[src/rtl/pc_pkg.sv]
// Shared defaults and next-PC source encoding for the fetch PC generator.
// Latency: n/a (declarations only).
// Backpressure: n/a.
package pc_pkg;

    localparam int unsigned PC_WIDTH      = 32;
    localparam logic [31:0] PC_RESET_PC   = 32'h0000_0000;
    localparam logic [31:0] PC_EXC_VECTOR = 32'h0000_0080;
    localparam int unsigned PC_INST_BYTES = 4;
    localparam int unsigned PC_RAS_DEPTH  = 4;

    // Next-PC sources, listed from highest to lowest priority.
    typedef enum logic [2:0] {
        SEL_EXC,
        SEL_REDIR,
        SEL_RAS,
        SEL_JUMP,
        SEL_HOLD,
        SEL_SEQ
    } next_sel_e;

endpackage

[src/rtl/pc_gen_if.sv]
// Fetch-control bundle between the pipeline control logic (master) and pc_gen (slave).
// Latency: wires only.
// Backpressure: stall holds the PC; redirect/exception requests bypass it.
// Signals: stall, exc_req, redirect_valid/redirect_pc, jump_valid/jump_target,
//          ras_push/ras_push_addr, ras_pop in; pc_o, pc_plus_o, ras_top_o, ras_count_o, ras_empty_o out.
interface pc_gen_if
    import pc_pkg::*;
#(
    parameter int unsigned WIDTH     = PC_WIDTH,
    parameter int unsigned RAS_DEPTH = PC_RAS_DEPTH
);
    localparam int unsigned CW = $clog2(RAS_DEPTH) + 1;

    logic             stall;
    logic             exc_req;
    logic             redirect_valid;
    logic [WIDTH-1:0] redirect_pc;
    logic             jump_valid;
    logic [WIDTH-1:0] jump_target;
    logic             ras_push;
    logic [WIDTH-1:0] ras_push_addr;
    logic             ras_pop;
    logic [WIDTH-1:0] pc_o;
    logic [WIDTH-1:0] pc_plus_o;
    logic [WIDTH-1:0] ras_top_o;
    logic [CW-1:0]    ras_count_o;
    logic             ras_empty_o;

    modport master (
        output stall, exc_req, redirect_valid, redirect_pc, jump_valid, jump_target,
               ras_push, ras_push_addr, ras_pop,
        input  pc_o, pc_plus_o, ras_top_o, ras_count_o, ras_empty_o
    );

    modport slave (
        input  stall, exc_req, redirect_valid, redirect_pc, jump_valid, jump_target,
               ras_push, ras_push_addr, ras_pop,
        output pc_o, pc_plus_o, ras_top_o, ras_count_o, ras_empty_o
    );

endinterface

[src/rtl/pc_gen_ras_stack.sv]
// Circular return-address stack: push/pop/clear, oldest entry overwritten when full.
// Latency: updates on the clock edge; top_o/count_o/empty_o are direct from state.
// Backpressure: none; the caller gates push/pop (stall, redirect, exception).
// Ports: clk, reset (async active-low), clear, push, pop, push_addr in; top_o, count_o, empty_o out.
module ras_stack #(
    parameter int unsigned WIDTH     = 32,
    parameter int unsigned RAS_DEPTH = 4
) (
    input  logic                       clk,
    input  logic                       reset,
    input  logic                       clear,
    input  logic                       push,
    input  logic                       pop,
    input  logic [WIDTH-1:0]           push_addr,
    output logic [WIDTH-1:0]           top_o,
    output logic [$clog2(RAS_DEPTH):0] count_o,
    output logic                       empty_o
);
    localparam int unsigned PW = $clog2(RAS_DEPTH);
    localparam int unsigned CW = PW + 1;
    localparam logic [CW-1:0] FULL = CW'(RAS_DEPTH);

    logic [WIDTH-1:0] mem [RAS_DEPTH];
    logic [PW-1:0]    top_q;
    logic [PW-1:0]    top_inc;
    logic [CW-1:0]    count_q;
    logic             empty;

    assign empty   = (count_q == '0);
    // Depth is a power of two, so the pointer wraps naturally.
    assign top_inc = top_q + PW'(1);

    always_ff @(posedge clk or negedge reset) begin
        if (!reset) begin
            for (int i = 0; i < int'(RAS_DEPTH); i++) begin
                mem[i] <= '0;
            end
            top_q   <= '0;
            count_q <= '0;
        end else if (clear) begin
            top_q   <= '0;
            count_q <= '0;
        end else if (push && pop && !empty) begin
            // Return then call: replace the top in place.
            mem[top_q] <= push_addr;
        end else if (push) begin
            // Also covers push+pop on an empty stack.
            mem[top_inc] <= push_addr;
            top_q        <= top_inc;
            if (count_q != FULL) begin
                count_q <= count_q + CW'(1);
            end
        end else if (pop && !empty) begin
            top_q   <= top_q - PW'(1);
            count_q <= count_q - CW'(1);
        end
    end

    // Stale data stays in the array after pops; hide it when empty.
    assign top_o   = empty ? '0 : mem[top_q];
    assign count_o = count_q;
    assign empty_o = empty;

endmodule

[src/rtl/pc_gen.sv]
// Fetch PC register with priority next-PC select (exception, redirect, RAS return, jump, hold, sequential).
// Latency: selected PC appears on pc_o one cycle after sampling; pc_plus_o/ras_top_o combinational from state.
// Backpressure: stall holds the PC and blocks RAS updates; exception and redirect override stall.
// Ports: clk, reset (async active-low), bus (pc_gen_if.slave).
module pc_gen
    import pc_pkg::*;
#(
    parameter int unsigned      WIDTH      = PC_WIDTH,
    parameter logic [WIDTH-1:0] RESET_PC   = WIDTH'(PC_RESET_PC),
    parameter logic [WIDTH-1:0] EXC_VECTOR = WIDTH'(PC_EXC_VECTOR),
    parameter int unsigned      INST_BYTES = PC_INST_BYTES,
    parameter int unsigned      RAS_DEPTH  = PC_RAS_DEPTH
) (
    input  logic     clk,
    input  logic     reset,
    pc_gen_if.slave  bus
);
    localparam int unsigned CW = $clog2(RAS_DEPTH) + 1;

    logic [WIDTH-1:0] pc_q;
    logic [WIDTH-1:0] pc_d;
    logic [WIDTH-1:0] pc_plus;
    logic [WIDTH-1:0] ras_top;
    logic [CW-1:0]    ras_count;
    logic             ras_empty;
    logic             ras_upd_ok;
    logic             ras_push_en;
    logic             ras_pop_en;
    logic             pop_hit;
    next_sel_e        sel;

    assign pc_plus = pc_q + WIDTH'(INST_BYTES);

    // The stack only moves on a clean, unstalled fetch slot; exception clears it separately.
    assign ras_upd_ok  = !bus.stall && !bus.exc_req && !bus.redirect_valid;
    assign ras_push_en = bus.ras_push && ras_upd_ok;
    assign ras_pop_en  = bus.ras_pop && ras_upd_ok;

    // A pop on an empty stack is not a prediction; it falls through to jump/sequential.
    assign pop_hit = bus.ras_pop && !ras_empty && !bus.stall;

    always_comb begin
        sel = SEL_SEQ;
        if (bus.exc_req) begin
            sel = SEL_EXC;
        end else if (bus.redirect_valid) begin
            sel = SEL_REDIR;
        end else if (pop_hit) begin
            sel = SEL_RAS;
        end else if (bus.jump_valid && !bus.stall) begin
            sel = SEL_JUMP;
        end else if (bus.stall) begin
            sel = SEL_HOLD;
        end
    end

    always_comb begin
        pc_d = pc_plus;
        unique case (sel)
            SEL_EXC:   pc_d = EXC_VECTOR;
            SEL_REDIR: pc_d = bus.redirect_pc;
            SEL_RAS:   pc_d = ras_top;
            SEL_JUMP:  pc_d = bus.jump_target;
            SEL_HOLD:  pc_d = pc_q;
            SEL_SEQ:   pc_d = pc_plus;
            default:   pc_d = pc_plus;
        endcase
    end

    always_ff @(posedge clk or negedge reset) begin
        if (!reset) begin
            pc_q <= RESET_PC;
        end else begin
            pc_q <= pc_d;
        end
    end

    ras_stack #(
        .WIDTH     (WIDTH),
        .RAS_DEPTH (RAS_DEPTH)
    ) u_ras (
        .clk       (clk),
        .reset     (reset),
        .clear     (bus.exc_req),
        .push      (ras_push_en),
        .pop       (ras_pop_en),
        .push_addr (bus.ras_push_addr),
        .top_o     (ras_top),
        .count_o   (ras_count),
        .empty_o   (ras_empty)
    );

    assign bus.pc_o        = pc_q;
    assign bus.pc_plus_o   = pc_plus;
    assign bus.ras_top_o   = ras_top;
    assign bus.ras_count_o = ras_count;
    assign bus.ras_empty_o = ras_empty;

endmodule

[src/flat_wrapper.sv]
// flat-port wrapper written by rule: the top's interface ports become plain ports
module pc_gen_flat import pc_pkg::*;
#(
    parameter int unsigned      WIDTH      = PC_WIDTH,
    parameter logic [WIDTH-1:0] RESET_PC   = WIDTH'(PC_RESET_PC),
    parameter logic [WIDTH-1:0] EXC_VECTOR = WIDTH'(PC_EXC_VECTOR),
    parameter int unsigned      INST_BYTES = PC_INST_BYTES,
    parameter int unsigned      RAS_DEPTH  = PC_RAS_DEPTH
)
  (clk, reset, bus_stall, bus_exc_req, bus_redirect_valid, bus_redirect_pc, bus_jump_valid, bus_jump_target, bus_ras_push, bus_ras_push_addr, bus_ras_pop, bus_pc_o, bus_pc_plus_o, bus_ras_top_o, bus_ras_count_o, bus_ras_empty_o);
  pc_gen_if #(.WIDTH(WIDTH), .RAS_DEPTH(RAS_DEPTH)) bus_i ();
  input  logic clk;
  input  logic reset;
  input wire logic [$bits(bus_i.stall)-1:0] bus_stall;
  input wire logic [$bits(bus_i.exc_req)-1:0] bus_exc_req;
  input wire logic [$bits(bus_i.redirect_valid)-1:0] bus_redirect_valid;
  input wire logic [$bits(bus_i.redirect_pc)-1:0] bus_redirect_pc;
  input wire logic [$bits(bus_i.jump_valid)-1:0] bus_jump_valid;
  input wire logic [$bits(bus_i.jump_target)-1:0] bus_jump_target;
  input wire logic [$bits(bus_i.ras_push)-1:0] bus_ras_push;
  input wire logic [$bits(bus_i.ras_push_addr)-1:0] bus_ras_push_addr;
  input wire logic [$bits(bus_i.ras_pop)-1:0] bus_ras_pop;
  output wire logic [$bits(bus_i.pc_o)-1:0] bus_pc_o;
  output wire logic [$bits(bus_i.pc_plus_o)-1:0] bus_pc_plus_o;
  output wire logic [$bits(bus_i.ras_top_o)-1:0] bus_ras_top_o;
  output wire logic [$bits(bus_i.ras_count_o)-1:0] bus_ras_count_o;
  output wire logic [$bits(bus_i.ras_empty_o)-1:0] bus_ras_empty_o;
  assign bus_i.stall = bus_stall;
  assign bus_i.exc_req = bus_exc_req;
  assign bus_i.redirect_valid = bus_redirect_valid;
  assign bus_i.redirect_pc = bus_redirect_pc;
  assign bus_i.jump_valid = bus_jump_valid;
  assign bus_i.jump_target = bus_jump_target;
  assign bus_i.ras_push = bus_ras_push;
  assign bus_i.ras_push_addr = bus_ras_push_addr;
  assign bus_i.ras_pop = bus_ras_pop;
  assign bus_pc_o = bus_i.pc_o;
  assign bus_pc_plus_o = bus_i.pc_plus_o;
  assign bus_ras_top_o = bus_i.ras_top_o;
  assign bus_ras_count_o = bus_i.ras_count_o;
  assign bus_ras_empty_o = bus_i.ras_empty_o;
  pc_gen #(.WIDTH(WIDTH), .RESET_PC(RESET_PC), .EXC_VECTOR(EXC_VECTOR), .INST_BYTES(INST_BYTES), .RAS_DEPTH(RAS_DEPTH)) u_core (.clk(clk), .reset(reset), .bus(bus_i));
endmodule
[config.mk]
export PLATFORM = sky130hd
export DESIGN_NAME = pc_gen_flat
export DESIGN_NICKNAME = d
export VERILOG_FILES = /design/src/rtl/pc_pkg.sv /design/src/rtl/pc_gen_if.sv /design/src/rtl/pc_gen_ras_stack.sv /design/src/rtl/pc_gen.sv /design/src/flat_wrapper.sv
export SDC_FILE = /design/constraint.sdc
export NUM_CORES = 1
export LEC_CHECK = 0
export ABC_AREA = 1
export BUFFER_PORTS_ARGS = -buffer_cell sky130_fd_sc_hd__buf_4
export CAP_MARGIN = 20
export CORE_MARGIN = 2
export CORE_UTILIZATION = 40
export CTS_CLUSTER_DIAMETER = 200
export DETAILED_ROUTE_END_ITERATION = 6
export REMOVE_ABC_BUFFERS = 1
export SLEW_MARGIN = 10
export SYNTH_ARGS = -nofsm -noshare
export SYNTH_HDL_FRONTEND = slang
export SYNTH_SLANG_ARGS = --single-unit
[constraint.sdc]
create_clock -name clk -period 4.24 [get_ports clk]
set_input_delay 0.848 -clock clk [delete_from_list [all_inputs] [get_ports clk]]
set_output_delay 0.848 -clock clk [all_outputs]
set_load 0.02 [all_outputs]
==> metrics, run 1 <==
outcome finished, final reports clean; cells after synthesis 1340; Reg-to-Reg End u_core.u_ras.mem[64]; period utilisation layout 82.27%; Die Ht 157.0 microns; Ys Warns 0; Post-synth ARST share 100.0%; min Tclk post-route 3.488 ns; most frequent cell after synthesis nand2_1; post-synth top area cell dfrtp_1; unrepaired setup endpoints after global routing false; Post-CTS Setup Repair Bufs 0; Slew Limit Fails 0; CTS Hold Buffers Added 0; cts repair resizes 0; Worst-path clk slew 0.07 ns; Worst EP arrival 2.64 ns; dpl hpwl 22210 microns; max_cap viols 0; Reg2Reg Setup Slack 1.34 ns; final core utilization 51.56%; Worst Hold Class input pin to asynchronous set/reset pin; Critical Path Start Type flip-flop; register area share after synthesis 44.12%; Final ANT Viol Nets 0; ant diodes 0; Power Density 441.9 nW/um^2; Fillers 2309; vias post-DR 9392; worst setup margin 0.7517 ns; clock sink total 165; Max Buffers Root-to-Sink 2; die area 24640 sq um; setup violators final 0; worst slew pin tran 0.9138 ns; TritonCTS Buffers 17; Final #Nets 1620; Max-Slew Margin vs Limit 38.92%; # port buffers 203; Max rail drop VDD 0.2107 mV; Setup CP Type flip-flop to primary output; WL final 32470 microns; DRT Pass-1 Iters 5; dpl cells 1802; Skew-Pair Late Insertion Delay 0.44 ns; H-tree level count 4; CTS tree built; CP required 3.39 ns; Mapped Area 9359 sq um; f_max 286.7 MHz; Ports 204; distinct cell type count after synthesis 29; Residual DRC 0; Die X 157.0 microns; top cell type's share of synthesized area 44.12%; Avg Inst Size Synth 6.984 sq um; critical path fanouts, max 9; Yosys reg bits 165; r2r startpoint u_core.u_ras.count_o[0]; first-pass GRT wire length 49830 microns; drt via density 5.121; Final Hold Vio Count 0; dpl ws 1.195 ns; Core Footprint 22780 sq um; fraction of layout cells with a size suffix above 1 17.88%; CP startpoint u_core.bus.pc_o[2]; initial core utilization 41.09%; largest net degree at the start of global routing 81; Post-synth top cells nand2_1 (470), o21ai_0 (171), dfrtp_1 (165); Setup TNS Final 0 ns; GPL Wtd Cong 0.9108; # rows 55; initial antenna violation count 0; grt ovf 0; WL/cell 17.71 microns; vias in the first global route 8850; Syn-to-layout area delta 25.49%; EDFF count, synth 0; r2r worst-path depth 9; Fin Hold WS 0.4462 ns; Synth Flop Type dfrtp_1; Root Buffer clkbuf_16; GRT Util Overall 26.72%; Synth area leaders dfrtp_1 (44%), nand2_1 (19%), o21ai_0 (9.1%), nor2_1 (5.7%), inv_1 (4.1%); Clock Skew 0.009845 ns; 1st-iter DRT viols 671; Final Non-Filler Cells 1834; endpoint class of the critical path primary output; Leakage Power 0.006032 uW; crit path capture bus_pc_plus_o[24]
cell usage in the layout (no fill, tap or decap), types with 8 or more instances in the layout:
cell type | netlist | layout
o21ai_1 | 12 | 12
a21oi_1 | 44 | 44
o21ai_0 | 171 | 171
clkbuf_16 | 0 | 17
nand4_1 | 46 | 46
xnor2_1 | 8 | 8
buf_4 | 3 | 218
nand3_1 | 67 | 67
xor2_1 | 8 | 8
nor2_1 | 141 | 140
dfrtp_1 | 165 | 164
inv_1 | 103 | 102
nand2_1 | 470 | 470
final cells by class:
type	instances	area, sq um	share of cell area, %
clock buffer	18	439.2	3.739
sequential	165	4130	35.17
multi-input combinational	995	4502	38.33
inverter	108	405.4	3.452
tap	313	391.6	3.334
timing repair buffer	221	1695	14.43
clock inverter	14	181.4	1.545
worst min-delay path by stage:
stage	start	endpoint	slack (ns)	cells after the start
floorplan	u_core.u_ras.mem[0]	u_core.u_ras.mem[0]	0.45	2
global placement	u_core.u_ras.mem[25]	u_core.u_ras.mem[25]	0.46	2
detailed placement	u_core.u_ras.mem[30]	u_core.u_ras.mem[30]	0.47	2
CTS	reset	u_core.u_ras.mem[91]	0.48	1
global route	u_core.u_ras.mem[52]	u_core.u_ras.mem[52]	0.50	2
finish	reset	u_core.u_ras.mem[91]	0.45	1
logic make-up (layout without fill, tap and decap cells):
kind of cell	after synthesis	in the layout	synth area share [%]
and+or+nand+nor	739	739	32.50
xor gates and xnor gates	16	16	1.497
adders and majority gates	8	8	1.150
AOI/OAI and AO/OA	232	232	12.93
buffers and inverters	180	361	7.807
DFF	165	165	44.12
report_power, final:
| part | leakage [uW] | switching [uW] | internal (uW) |
|---|---|---|---|
| registers | 0.00214 | 247 | 1970 |
| clock network | 0.000303 | 733 | 914 |
| logic | 0.00359 | 813 | 514 |
| total | 0.00603 | 1790 | 3400 |
worst max-delay path, cell delays in order (launching register included):
cell and delay, ns:
dfrtp_1 0.55, ha_1 0.34, nand3_1 0.19, nor2_1 0.38, nand4_1 0.23, inv_1 0.13
nand2_1 0.06, nand2_1 0.05, nand2_1 0.10, buf_4 0.18
flip-flops by register name (all words and copies together) (netlist names):
name                  cells
u_core.u_ras.count_o      3
u_core.u_ras.mem        128
u_core.bus.pc_o          32
u_core.u_ras.top_q        2
routing by layer:
layer	GRT usage [%]	wire (microns)	vias to the layer above
li1	-	-	4628
met1	36.99	14320	4392
met2	42.23	15090	324
met3	4.983	2261	48
met4	8.956	804	0
met5	0	0	-
per-stage QoR:
| step | instance area [sq um] | power (uW) |
|---|---|---|
| after detailed placement | 11120 | 3563 |
| final | 11750 | 5190 |
| after CTS | 11750 | 5207 |
| after global placement | 11100 | 3531 |
| after global routing | 11750 | 5505 |
| after floorplan | 9034 | 3005 |
(Power assumes the default switching activity.)
==> inputs of run 2 (changes only) <==
--- a/config.mk
+++ b/config.mk
@@ -5,7 +5,7 @@
 export SDC_FILE = /design/constraint.sdc
 export NUM_CORES = 1
 export LEC_CHECK = 0
-export ABC_AREA = 1
+export ABC_AREA = 0
 export BUFFER_PORTS_ARGS = -buffer_cell sky130_fd_sc_hd__buf_4
 export CAP_MARGIN = 20
 export CORE_MARGIN = 2
==> constraint.sdc (replaced) <==
create_clock -name clk -period 3.28 [get_ports clk]
set_input_delay 0.656 -clock clk [delete_from_list [all_inputs] [get_ports clk]]
set_output_delay 0.656 -clock clk [all_outputs]
set_load 0.02 [all_outputs]
==> run 2 against run 1 <==
Effect of this change:
- combinational power is 11% lower
- routed wire length down 6.5%
- synthesized area shrank 1.3%
- utilization increased by 0.19 points
- sequential share of layout area rose by 0.083 points
- sequential power increased by 11%
- critical path depth fell by 3
- clock power is 20% higher
- worst setup slack lost 0.65 ns
- register-to-register slack worse by 0.62 ns
- clock skew rose by 0.0025 ns
- critical path type unchanged
- largest cell class unchanged
==> metrics, run 2 <==
outcome finished, final reports clean; grt ovf 0 (unchanged); Max rail drop VDD 0.3240 mV (+54%); fraction of layout cells with a size suffix above 1 45.77% (+28 points); most frequent cells in the layout buf_4 (238), dfrtp_1 (164), mux2_2 (124); unrepaired setup endpoints after global routing false; drt via density 5.775 (+13%); Final Non-Filler Cells 1291 (-30%); Slew Limit Fails 0 (unchanged); Avg Inst Size Synth 11.74 sq um (+68%); die area 24320 sq um (-1.3%); Post-synth top cells dfrtp_1 (165), mux2_2 (124), nand2_1 (52); dpl cells 1258 (-30%); Setup TNS Final 0 ns (unchanged); Setup CP Type flip-flop to primary output; TritonCTS Buffers 17 (unchanged); distinct cell type count after synthesis 70 (+140%); f_max 315.1 MHz; EDFF count, synth 0 (unchanged); Leakage Power 0.005413 uW (-10%); Ports 204 (unchanged); dpl hpwl 22170 microns (-0.20%); most common cell after layout, fill and taps aside buf_4; Clk pwr share 35.3% (+3.6 points); Synth area leaders dfrtp_1 (45%), mux2_2 (15%), mux4_2 (7.8%), a21oi_1 (2.4%), nor2b_1 (2.2%); GR Layer Usage met1 35.19% (-1.8 points); max_cap viols 0 (unchanged); most frequent cell after synthesis dfrtp_1; Mapped Area 9236 sq um (-1.3%); GRT Util Overall 25.16% (-1.6 points); critical path fanouts, max 9 (unchanged); Final Hold Vio Count 0 (unchanged); Ys Warns 0 (unchanged); cells after synthesis 787 (-41%); # port buffers 203 (unchanged); Yosys reg bits 165 (unchanged); Worst-path clk slew 0.08 ns (about the same); setup violators final 0 (unchanged); Clock Skew 0.01231 ns (+0.002466 ns); Die Ht 156.0 microns (-0.64%); Skew-Pair Late Insertion Delay 0.44 ns (about the same); endpoint class of the critical path primary output; Post-CTS Setup Repair Bufs 0 (unchanged); Residual DRC 0 (unchanged); combinational group share of total power 21.0% (-4.6 points); Seq pwr share 43.8% (+1.1 points); GPL Wtd Cong 0.8716 (-4.3%); Root Buffer clkbuf_16; clock sink total 165 (unchanged); Switching Share 30.68% (-3.9 points); # rows 55 (unchanged); multi-input logic area 4747 sq um (+5.4%); Worst EP arrival 2.52 ns (-0.12 ns); Die X 156.0 microns (-0.64%); Worst Hold Class input pin to asynchronous set/reset pin; worst setup margin 0.1062 ns (-0.6455 ns); register area share after synthesis 44.70% (+0.59 points); Final ANT Viol Nets 0 (unchanged); top cell type's share of synthesized area 44.70% (+0.59 points); vias post-DR 7456 (-21%); Sw Pwr 1721 uW (-4.0%); Max-Slew Margin vs Limit 50.81% (+12 points); Power Density 478.7 nW/um^2 (+8.3%); register area 4130 sq um (unchanged); grt met3 use 4.167% (-0.82 points); 1st-iter DRT viols 481 (-28%); WL final 30360 microns (-6.5%); total internal power 3888 uW (+14%); Synth Flop Type dfrtp_1; H-tree level count 4 (unchanged); largest net degree at the start of global routing 79 (-2.5%); WL/cell 23.51 microns (+33%); Largest register FFs 128 (unchanged); CP required 2.62 ns (-0.77 ns); busiest grt layer met2; post-synth top area cell dfrtp_1; Syn-to-layout area delta 26.86%; Critical Path Start Type flip-flop; DRT Pass-1 Iters 5 (unchanged); met2 GRT Util 39.65% (-2.6 points); vias in the first global route 7516 (-15%); initial core utilization 40.80% (-0.29 points); Max Buffers Root-to-Sink 2 (unchanged); Tot Pwr 5609 uW (+8.1%); first-pass GRT wire length 45490 microns (-8.7%); period utilisation layout 96.76%; final core utilization 51.75% (+0.19 points); CTS tree built; Fillers 2035 (-12%); min Tclk post-route 3.174 ns; Post-synth ARST share 100.0% (unchanged); Final #Nets 1104 (-32%); Largest Register u_core.u_ras.mem; CTS Hold Buffers Added 0 (unchanged); worst slew pin tran 0.7379 ns (-0.1759 ns); Core Footprint 22640 sq um (-0.60%); initial antenna violation count 0 (unchanged); dpl ws 0.4389 ns (-0.7563 ns)
## run 2: cells by family after synthesis
logic type	synth area share, %
AND/OR/NAND/NOR	12.22
adder cells (fa/ha/maj)	1.165
XOR/XNOR	2.940
buffers and inverters	4.294
multiplexers	23.76
AO/OA/AOI/OAI	10.92
flip-flops	44.70
## run 2: power groups by stage
stage               registers, uW  logic, uW  clock network [uW]
detailed placement           2490       1170                   0
global route                 2490       1260                2090
finish                       2460       1180                1980
global placement             2480       1160                   0
CTS                          2450       1180                2010
floorplan                    2490        604                   0
## run 2: stage by stage
| step | hold slack [ns] | area (sq um) |
|---|---|---|
| CTS | 0.2833 | 11690 |
| detailed placement | 0.4779 | 11110 |
| global route | 0.3023 | 11720 |
| global placement | 0.4636 | 11110 |
| floorplan | 0.3604 | 8889 |
| finish | 0.2468 | 11720 |
## run 2: repair_timing
| item | in CTS | in global routing |
|---|---|---|
| resized for setup | 2 | 4 |
| setup endpoints to repair | 2 | 6 |
| pin swaps | 0 | 0 |
## run 2: worst max-delay path: stages (launching register included)
cell     delay [ns]
dfrtp_1        0.46
ha_2           0.28
and4_2         0.34
nand3_2        0.25
nor3_1         0.43
xor2_1         0.18
buf_4          0.16
## run 2: path summary, 6_finish.rpt
check / from / end / slack [ns] / cells after the start
worst min-delay path: reset / u_core.u_ras.mem[34] / 0.25 / 1
max in group asynchronous: reset / u_core.bus.pc_o[8] / 2.28 / 2
worst min register to register: u_core.u_ras.mem[63] / u_core.u_ras.mem[63] / 0.50 / 1
worst max-delay path: u_core.bus.pc_o[2] / bus_pc_plus_o[20] / 0.11 / 6
worst max register to register: u_core.u_ras.count_o[0] / u_core.bus.pc_o[28] / 0.72 / 5
min in group clk: bus_redirect_pc[7] / u_core.bus.pc_o[7] / 0.44 / 3
## run 2: layout make-up
cell class	instances	share of cell area [%]
clock inverters	15	1.271
clock buffers	17	3.631
flip-flops and latches	165	35.25
multi-input cells	553	40.51
repair buffers	242	15.86
diodes	1	0.02136
inverters	13	0.4164
well taps	285	3.043
## run 2: metal layers
metal | part of all wire [%] | up-vias
li1 | - | 3322
met1 | 44 | 3793
met5 | 0 | -
met3 | 5.8 | 50
met2 | 47 | 291
met4 | 2.3 | 0
==> inputs of run 3 (changes only) <==
--- a/config.mk
+++ b/config.mk
@@ -12,6 +12,7 @@
 export CORE_UTILIZATION = 40
 export CTS_CLUSTER_DIAMETER = 200
 export DETAILED_ROUTE_END_ITERATION = 6
+export PLACE_DENSITY = 0.58
 export REMOVE_ABC_BUFFERS = 1
 export SLEW_MARGIN = 10
 export SYNTH_ARGS = -nofsm -noshare
==> run 3 against run 2 <==
Effect of this change:
- clock power about the same
- power barely moved
- worst setup slack improved by 0.0029 ns
- non-clock buffer count decreased by 5
- clock-buffer cell count unchanged
- sequential share of layout area decreased by 0.056 points
- routed wire length fell by 0.35%
- cell count fell by 0.46%
- clock skew decreased by 0.0014 ns
- critical path depth is 1 lower
- sequential cell count is the same
- critical path type unchanged
- critical endpoint is now bus_pc_plus_o[21]
- largest power group unchanged
==> metrics, run 3 (synthesis gave the netlist of run 2 again) <==
outcome finished, final reports clean; CP startpoint u_core.bus.pc_o[12]; most common cell after layout, fill and taps aside buf_4; Worst-path clk slew 0.07 ns (about the same); setup violators final 0 (unchanged); Clock Skew 0.01093 ns (-0.001383 ns); combinational group share of total power 21.0% (about the same); Reg-to-Reg End u_core.bus.pc_o[11]; max incr delay on CP 0.59 ns (+0.13 ns); r2r startpoint u_core.u_ras.count_o[0]; Final #Nets 1099 (-0.45%); GPL Wtd Cong 0.8582 (-1.5%); Sw Pwr 1727 uW (+0.36%); r2r worst-path depth 5 (unchanged); CP required 2.62 ns (about the same); Tot Pwr 5612 uW (about the same); GRT Util Overall 25.28% (+0.12 points); Residual DRC 0 (unchanged); vias post-DR 7399 (-0.76%); CP Depth 5 (-1); Switching Share 30.78% (+0.096 points); Max rail drop VDD 0.2831 mV (-13%); largest net degree at the start of global routing 81 (+2.5%); CP max stage cell or4b_4; Die Ht 156.0 microns (unchanged); grt ovf 0 (unchanged); Worst Hold Class input pin to asynchronous set/reset pin; Seq pwr share 43.7% (about the same); dpl ws 0.4414 ns (+0.002499 ns); max_cap viols 0 (unchanged); fraction of layout cells with a size suffix above 1 45.60% (-0.17 points); Final ANT Viol Nets 0 (unchanged); Fillers 2039 (+0.20%); Syn-to-layout area delta 27.07%; most frequent cells in the layout buf_4 (230), dfrtp_1 (164), mux2_2 (124); Ports 204 (unchanged); Setup CP Type flip-flop to primary output; dpl hpwl 21700 microns (-2.1%); min Tclk post-route 3.171 ns (-0.002865 ns); Clk pwr share 35.3% (about the same); total internal power 3885 uW (about the same); Leakage Power 0.005399 uW (-0.26%); period utilisation layout 96.67% (about the same); Core Footprint 22640 sq um (unchanged); H-tree level count 4 (unchanged); worst slew pin tran 0.7716 ns (+0.03366 ns); Post-CTS Setup Repair Bufs 0 (unchanged); Worst EP arrival 2.51 ns (about the same); unrepaired setup endpoints after global routing false; first-pass GRT wire length 45500 microns (about the same); WL final 30250 microns (-0.35%); critical path fanouts, max 11 (+2); die area 24320 sq um (unchanged); TritonCTS Buffers 17 (unchanged); # port buffers 203 (unchanged); initial antenna violation count 0 (unchanged); # rows 55 (unchanged); CTS tree built; clock sink total 165 (unchanged); Die X 156.0 microns (unchanged); 1st-iter DRT viols 524 (+8.9%); Max-Slew Margin vs Limit 48.56% (-2.2 points); Reg2Reg Setup Slack 0.72 ns (about the same); Largest Register u_core.u_ras.mem; f_max 315.4 MHz (about the same); CTS Hold Buffers Added 0 (unchanged); Final Hold Vio Count 0 (unchanged); CP delay by family, top simple AND/OR/NAND/NOR gates; crit path capture bus_pc_plus_o[21]; vias in the first global route 7591 (+1.0%); Skew-Pair Late Insertion Delay 0.44 ns (about the same); Root Buffer clkbuf_16; ant diodes 0 (-1); drt via density 5.758 (-0.30%); WL/cell 23.54 microns (+0.11%); Critical Path Start Type flip-flop; worst setup margin 0.1091 ns (+0.002865 ns); DRT Pass-1 Iters 5 (unchanged); CP Cell Sequence and3_1 > nand2_1 > or4b_4 > xnor2_1 > buf_4; Max Buffers Root-to-Sink 2 (unchanged); Largest register FFs 128 (unchanged); initial core utilization 40.80% (unchanged); WP buf/inv 1 (unchanged); Power Density 478.2 nW/um^2 (-0.11%); endpoint class of the critical path primary output; Slew Limit Fails 0 (unchanged)
## run 3: changes by cell type in the layout (fill, tap and decap cells not counted), sizes merged
cell      previous run  this run
buf                242       237
clkinv               3         8
inv                 23        19
clkinvlp             2         1
diode                1         0
## run 3: what timing repair did
| action | 4_1_cts | 5_1_grt |
|---|---|---|
| setup endpoints to repair | 2 | 6 |
| pin swaps | 0 | 0 |
| gates resized for setup | 3 | 5 |
| hold endpoints to repair | 0 | 0 |
## run 3: how the worst min path moves through the flow
stage,startpoint,endpoint,depth (start not counted)
after floorplan,reset,u_core.bus.pc_o[0],0
after global placement,u_core.u_ras.mem[63],u_core.u_ras.mem[63],1
after detailed placement,u_core.u_ras.mem[63],u_core.u_ras.mem[63],1
after CTS,reset,u_core.u_ras.mem[9],1
after global routing,reset,u_core.u_ras.mem[9],1
final,reset,u_core.u_ras.mem[51],1
## run 3: power by group through the flow
stage	logic [uW]	clock network, uW	registers [uW]
2_1_floorplan	604	0	2490
6_report	1180	1980	2450
4_1_cts	1190	2020	2450
3_3_place_gp	1170	0	2480
3_5_place_dp	1180	0	2490
5_1_grt	1260	2090	2490
## run 3: metal layers
layer,vias up,routed length (microns),track usage (%)
met2,280,14540,41.17
met4,0,930,9.873
met5,-,0,0
li1,3303,-,-
met1,3768,12770,33.56
met3,48,2010,4.806
## run 3: layout make-up
cell class / instances / area [sq um] / area share, %
Clock buffer: 17 / 425.4 / 3.625
Clock inverter: 15 / 156.4 / 1.333
Inverter: 13 / 48.80 / 0.4158
Multi-Input combinational cell: 553 / 4761 / 40.56
Sequential cell: 165 / 4130 / 35.19
Tap cell: 285 / 356.6 / 3.038
Timing Repair Buffer: 237 / 1858 / 15.83
## run 3: metrics by stage
step           TNS (ns)  hold WS (ns)  util, %  instance area [sq um]  std cells
2_1_floorplan    -13.72        0.3604        -                   8889        731
3_3_place_gp          0        0.4645    49.07                  11110       1253
3_5_place_dp          0        0.4707    49.07                  11110       1253
4_1_cts               0        0.2851    51.70                  11710       1285
5_1_grt               0        0.3151    51.84                  11740       1285
6_report              0        0.2544    51.84                  11740       1285
